==> config.mk <==
export PLATFORM = sky130hd
export DESIGN_NAME = mmio_port_responder_flat
export DESIGN_NICKNAME = d
export VERILOG_FILES = /design/src/rtl/mmio_port_responder_if.sv /design/src/rtl/mmio_port_responder.sv /design/src/flat_wrapper.sv
export SDC_FILE = /design/constraint.sdc
export NUM_CORES = 1
export LEC_CHECK = 0
export CAP_MARGIN = 20
export CORE_ASPECT_RATIO = 0.8
export CORE_MARGIN = 4
export CORE_UTILIZATION = 35
export DETAILED_ROUTE_END_ITERATION = 12
export GPL_TIMING_DRIVEN = 0
export SLEW_MARGIN = 20
export SYNTH_ARGS = -nofsm -noshare
export SYNTH_HDL_FRONTEND = slang
export SYNTH_SLANG_ARGS = --single-unit
==> constraint.sdc <==
create_clock -name clk -period 10.5 [get_ports clk]
set_input_delay 2.1 -clock clk [delete_from_list [all_inputs] [get_ports clk]]
set_output_delay 2.1 -clock clk [all_outputs]
set_load 0.03 [all_outputs]
==> src/rtl/mmio_port_responder_if.sv <==
// Data-memory-side bus seen by the MMIO responder: address/strobes/data in,
// load data and window-hit indication out.
interface mmio_port_responder_if;
    logic [31:0] Address;
    logic        MemWrite;
    logic        MemRead;
    logic [31:0] WriteData;
    logic [31:0] ReadData;
    logic        Hit;

    modport master (
        output Address,
        output MemWrite,
        output MemRead,
        output WriteData,
        input  ReadData,
        input  Hit
    );

    modport slave (
        input  Address,
        input  MemWrite,
        input  MemRead,
        input  WriteData,
        output ReadData,
        output Hit
    );
endinterface

==> src/rtl/mmio_port_responder.sv <==
// Memory-mapped I/O responder: output port, synchronized input port with
// rising-edge capture, and a reloadable down-counter timer with sticky expiry.
module mmio_port_responder #(
    parameter logic [31:0] IO_BASE     = 32'h1001_0100,
    parameter int          TIMER_WIDTH = 32
) (
    input  logic                 clk,
    input  logic                 reset,
    mmio_port_responder_if.slave bus,
    input  logic [7:0]           PortIn,
    output logic [31:0]          PortOut
);

    localparam logic [3:0] OFF_PORT_OUT = 4'h0;
    localparam logic [3:0] OFF_PORT_IN  = 4'h1;
    localparam logic [3:0] OFF_EDGE     = 4'h2;
    localparam logic [3:0] OFF_TLOAD    = 4'h3;
    localparam logic [3:0] OFF_TCOUNT   = 4'h4;
    localparam logic [3:0] OFF_CTRL     = 4'h5;

    logic [31:0]            port_out_q, port_out_d;
    logic [7:0]             s1_q, s2_q, s3_q;
    logic [7:0]             edge_q, edge_d;
    logic [TIMER_WIDTH-1:0] tload_q, tload_d;
    logic [TIMER_WIDTH-1:0] tcount_q, tcount_d;
    logic                   en_q, en_d;
    logic                   exp_q, exp_d;

    logic                   hit;
    logic [3:0]             offset;
    logic                   wr_en;
    logic                   rd_side_en;
    logic                   edge_clear;
    logic [7:0]             edge_rise;
    logic                   exp_set;
    logic [31:0]            rd_data;
    logic                   unused_addr_bits;

    assign hit        = (bus.Address[31:6] == IO_BASE[31:6]);
    assign offset     = bus.Address[5:2];
    assign wr_en      = bus.MemWrite & hit;
    // A simultaneous store takes precedence, so the load's side effect is dropped.
    assign rd_side_en = bus.MemRead & hit & ~bus.MemWrite;
    assign edge_clear = rd_side_en && (offset == OFF_EDGE);
    assign unused_addr_bits = &{1'b0, bus.Address[1:0]};

    // Per-bit edge capture: a rise in the clearing cycle survives the clear.
    for (genvar gi = 0; gi < 8; gi++) begin : g_edge
        assign edge_rise[gi] = s2_q[gi] & ~s3_q[gi];
        assign edge_d[gi]    = (edge_clear ? 1'b0 : edge_q[gi]) | edge_rise[gi];
    end

    always_comb begin
        port_out_d = port_out_q;
        if (wr_en && (offset == OFF_PORT_OUT)) begin
            port_out_d = bus.WriteData;
        end
    end

    always_comb begin
        tload_d  = tload_q;
        tcount_d = tcount_q;
        exp_set  = 1'b0;
        if (wr_en && (offset == OFF_TLOAD)) begin
            tload_d  = bus.WriteData[TIMER_WIDTH-1:0];
            tcount_d = bus.WriteData[TIMER_WIDTH-1:0];
        end else if (en_q) begin
            if (tcount_q != '0) begin
                tcount_d = tcount_q - TIMER_WIDTH'(1);
            end else begin
                tcount_d = tload_q;
                exp_set  = 1'b1;
            end
        end
    end

    always_comb begin
        en_d  = en_q;
        exp_d = exp_q;
        if (wr_en && (offset == OFF_CTRL)) begin
            en_d = bus.WriteData[0];
            if (bus.WriteData[1]) begin
                exp_d = 1'b0;
            end
        end
        if (exp_set) begin
            exp_d = 1'b1;
        end
    end

    always_comb begin
        rd_data = '0;
        if (hit) begin
            case (offset)
                OFF_PORT_OUT: rd_data = port_out_q;
                OFF_PORT_IN:  rd_data[7:0] = s2_q;
                OFF_EDGE:     rd_data[7:0] = edge_q;
                OFF_TLOAD:    rd_data[TIMER_WIDTH-1:0] = tload_q;
                OFF_TCOUNT:   rd_data[TIMER_WIDTH-1:0] = tcount_q;
                OFF_CTRL:     rd_data[1:0] = {exp_q, en_q};
                default:      rd_data = '0;
            endcase
        end
    end

    always_ff @(posedge clk or posedge reset) begin
        if (reset) begin
            port_out_q <= '0;
            s1_q       <= '0;
            s2_q       <= '0;
            s3_q       <= '0;
            edge_q     <= '0;
            tload_q    <= '0;
            tcount_q   <= '0;
            en_q       <= 1'b0;
            exp_q      <= 1'b0;
        end else begin
            port_out_q <= port_out_d;
            s1_q       <= PortIn;
            s2_q       <= s1_q;
            s3_q       <= s2_q;
            edge_q     <= edge_d;
            tload_q    <= tload_d;
            tcount_q   <= tcount_d;
            en_q       <= en_d;
            exp_q      <= exp_d;
        end
    end

    assign bus.ReadData = rd_data;
    assign bus.Hit      = hit;
    assign PortOut      = port_out_q;

endmodule

==> src/flat_wrapper.sv <==
// flat-port wrapper written by rule: the top's interface ports become plain ports
module mmio_port_responder_flat 
#(
    parameter logic [31:0] IO_BASE     = 32'h1001_0100,
    parameter int          TIMER_WIDTH = 32
)
  (clk, reset, PortIn, PortOut, bus_Address, bus_MemWrite, bus_MemRead, bus_WriteData, bus_ReadData, bus_Hit);
  mmio_port_responder_if bus_i ();
  input  logic clk;
  input  logic reset;
  input  logic [7:0] PortIn;
  output logic [31:0] PortOut;
  input wire logic [$bits(bus_i.Address)-1:0] bus_Address;
  input wire logic [$bits(bus_i.MemWrite)-1:0] bus_MemWrite;
  input wire logic [$bits(bus_i.MemRead)-1:0] bus_MemRead;
  input wire logic [$bits(bus_i.WriteData)-1:0] bus_WriteData;
  output wire logic [$bits(bus_i.ReadData)-1:0] bus_ReadData;
  output wire logic [$bits(bus_i.Hit)-1:0] bus_Hit;
  assign bus_i.Address = bus_Address;
  assign bus_i.MemWrite = bus_MemWrite;
  assign bus_i.MemRead = bus_MemRead;
  assign bus_i.WriteData = bus_WriteData;
  assign bus_ReadData = bus_i.ReadData;
  assign bus_Hit = bus_i.Hit;
  mmio_port_responder #(.IO_BASE(IO_BASE), .TIMER_WIDTH(TIMER_WIDTH)) u_core (.clk(clk), .reset(reset), .bus(bus_i), .PortIn(PortIn), .PortOut(PortOut));
endmodule
==> results of run 1 <==
power by group through the flow:
stage               Sequential (W)  Combinational (W)  Clock (W)
global route              0.000508          0.0000658   0.000577
floorplan                 0.000516          0.0000198          0
detailed placement        0.000516          0.0000603          0
global placement          0.000516          0.0000582          0
finish                    0.000507          0.0000600   0.000544
CTS                       0.000507          0.0000607   0.000550
registers in the layout, summed over array words and instances (netlist names):
signal	count
u_core.tcount_q	32
u_core.PortOut	32
u_core.exp_q	1
u_core.s3_q	8
u_core.edge_q	8
u_core.s2_q	8
u_core.tload_q	32
u_core.en_q	1
u_core.s1_q	8
stage by stage:
stage	setup slack, ns	instance area (µm²)	utilization, %
after floorplan	4.59	6620	-
after global placement	2.92	8300	45.1
after detailed placement	3.28	8340	45.4
after CTS	3.22	8880	48.3
after global routing	3.04	8880	48.3
final	3.15	8880	48.3
synth_stat cells, drive strengths merged, types with 3 or more instances:
cell | n | share of area, %
nand2 | 150 | 8.5
dfrtp | 130 | 49
nor2 | 47 | 2.7
o21ai | 42 | 3.2
a21oi | 38 | 2.9
clkbuf | 37 | 2.1
mux2 | 33 | 5.6
a22oi | 32 | 3.6
inv | 26 | 1.5
nor3 | 16 | 1.4
nor4 | 14 | 1.6
a31oi | 11 | 1.0
buf | 10 | 1.1
nand3 | 10 | 0.76
o22ai | 10 | 0.94
a22o | 9 | 1.2
o211ai | 8 | 0.91
nand2b | 7 | 0.66
xnor2 | 7 | 0.93
a222oi | 6 | 0.91
mux2i | 6 | 0.91
nand4 | 5 | 0.47
o31ai | 5 | 0.57
or3 | 5 | 0.47
or4 | 5 | 0.57
nor4b | 4 | 0.53
nand3b | 3 | 0.34
o221a | 3 | 0.51
o2bb2ai | 3 | 0.49
o41ai | 3 | 0.40
per-layer routing:
metal	vias to the layer above	global-route usage [%]	wire [µm]
li1	2891	-	-
met5	-	0	0
met1	3050	31.8	10900
met4	0	4.33	174
met3	15	5.39	1670
met2	258	29.5	9000
worst paths after layout:
path / to / cells past startpoint / from
worst max-delay path: bus_ReadData[31] / 6 / bus_Address[2]
min in group asynchronous: u_core.s1_q[7] / 2 / reset
max in group asynchronous: u_core.en_q / 3 / reset
worst min-delay path: u_core.s2_q[4] / 0 / u_core.s1_q[4]
worst max register to register: u_core.tcount_q[28] / 8 / u_core.tcount_q[0]
worst min register to register: u_core.s2_q[4] / 0 / u_core.s1_q[4]
cells by family after synthesis:
kind of cell	share of synthesized area, %
buffers and inverters	4.69
xor gates and xnor gates	1.19
AOI/OAI and AO/OA	18.4
DFF	49.1
muxes	6.52
and+or+nand+nor	19.7
adders and majority gates	0.378
worst max-delay path, delay by kind of cell:
family          cells  cell delay, ns
simple gates        2            1.11
buf+inv             3            1.79
compound gates      1            0.24
layout make-up:
cell class                 count  area (µm²)
sequential                   130        3250
inverter                      26         105
tap                          253         317
timing repair buffer         137        1390
clock inverter                 9        58.8
multi-input combinational    514        3060
buffer                        47         213
clock buffer                  21         480
fill                        1824        9510
==> flow_metrics.py, run 1 <==
metrics = {
    "outcome": {
        "outcome": "completed",
    },
    "die": {
        "die_w_um": 162,
        "io_pins": 141,
        "dieArea_mm2": 0.0212,
        "core_mm2": 0.0184,
        "die_h_um": 131,
        "rows": 44,
        "initial_core_util_pct": 36.0,
    },
    "setup_path": {
        "cp_cell_sequence": "clkdlybuf4s50_1 > nor4b_1 > clkbuf_1 > nand2_1 > a21oi_1 > clkdlybuf4s50_1",
        "crit_path_max_fanout": 10,
        "crit_path_end_kind": "primary output",
        "regToRegSetupSlack_ns": 7.72,
        "cp-start-kind": "primary input",
        "crit_path_top_delay_cell": "nor4b_1",
        "crit_top_cell": "clkdlybuf4s50_1",
        "cp.arrival_ns": 5.25,
        "crit_type": "in2out",
        "crit_required_ns": 8.40,
        "crit_path_max_incr_delay_ns": 0.99,
    },
    "final_layout": {
        "area_growth_pct": 34.1,
        "finalNetCount": 951,
        "layout-drive-gt1-share_pct": 9.73,
        "final_cells": 1137,
        "diodes": 0,
        "final_cell_mix": "150 x nand2_1, 136 x clkdlybuf4s50_1, 130 x dfrtp_1, 47 x nor2_1",
        "final_common_cell": "nand2_1",
    },
    "global_route": {
        "grtUsageTotal_pct": 20.7,
        "grt_max_degree": 100,
        "grt_pass1_vias": 6000,
        "grt-ovfl-total": 0,
        "antenna_found_initial": 0,
        "grt_pass1_wl_um": 34400,
    },
    "logic_synthesis": {
        "async_flop_share_pct": 100,
        "syn_avg_cell_area_um2": 9.23,
        "ys.warnings.count": 0,
        "synth_edf_count": 0,
        "ys.flop_type": "dfrtp_1",
        "synth_nets": 795,
        "ys_ff_latch": 130,
        "synthCells": 717,
        "yosysSeqAreaShare_pct": 49.1,
        "synth_area_mm2": 0.00662,
        "synthDistinctLibCells": 61,
    },
    "clock_tree": {
        "numCtsBuffers": 17,
        "clockBufferDepth": 2,
        "htreeDepth": 4,
        "clkTransAtPathRegs_ns": 0.06,
        "numClockSinks": 130,
        "cts_hold_buf": 0,
        "post_cts_buffers": 0,
        "clk_latency_ns": 0.42,
        "cts_root_buf": "clkbuf_16",
        "cts_tree": "built",
        "ctsResizeCount": 0,
    },
    "placed_design": {
        "io_buffers": 136,
        "numPlacedInstances": 1107,
        "dpl.hpwl_um": 15500,
        "place.gp.congestion": 0.879,
    },
    "timing": {
        "setup_viol_count_final": 0,
        "period_needed_ns": 7.35,
        "clock.fmax_ghz": 0.136,
        "finClkSkew_ns": 0.00554,
        "drv_slew": 0,
        "fin_crit_sh_pct": 70.0,
        "setup-tns-final_ns": 0,
        "hold_violations": 0,
        "worst_pin_slew_ns": 1.11,
        "rsz0062_at_grt": "false",
        "whs_ns": 0.343,
        "slew_headroom_pct": 25.3,
    },
    "run": {
        "maxCapViolCount": 0,
    },
    "min_path": {
        "hold_path_class": "reg2reg",
    },
    "route": {
        "post-route-drc-count": 0,
        "drtPass1Iterations": 6,
        "vias_per_cell": 5.47,
        "drt_iter0_drc": 685,
        "via_count": 6214,
        "wl_um": 21700,
        "routedWlPerCell_um": 19.1,
        "ant_nets": 0,
    },
    "power_and_ir_drop": {
        "peakVddDrop_mv": 0.0935,
        "pwr-share-clk_pct": 48.9,
        "power_w": 0.00111,
        "p_switching_w": 0.000253,
        "pwr-share-seq_pct": 45.7,
        "power_frac_comb_pct": 5.4,
        "switching_share_pct": 22.7,
        "p_int_w": 0.000858,
        "power.leakage_nw": 3.63,
        "p_per_area_mw_per_mm2": 125,
    },
}
Power figures use the tool's default switching activity.
==> run 2, diff against run 1 <==
==> constraint.sdc (replaced) <==
create_clock -name clk -period 6.81 [get_ports clk]
set_input_delay 1.362 -clock clk [delete_from_list [all_inputs] [get_ports clk]]
set_output_delay 1.362 -clock clk [all_outputs]
set_load 0.03 [all_outputs]
==> results of run 2 <==
Same layout as run 1 (identical final DEF). Status: completed.
Main changes from that run: setup slack after placement 3.28 ns -> 1.07 ns; setup slack after layout 3.15 ns -> 0.934 ns; register-to-register setup slack 7.72 ns -> 4.03 ns; total power 0.00111 W -> 0.00171 W; worst IR drop on VDD 0.0935 mV -> 0.144 mV
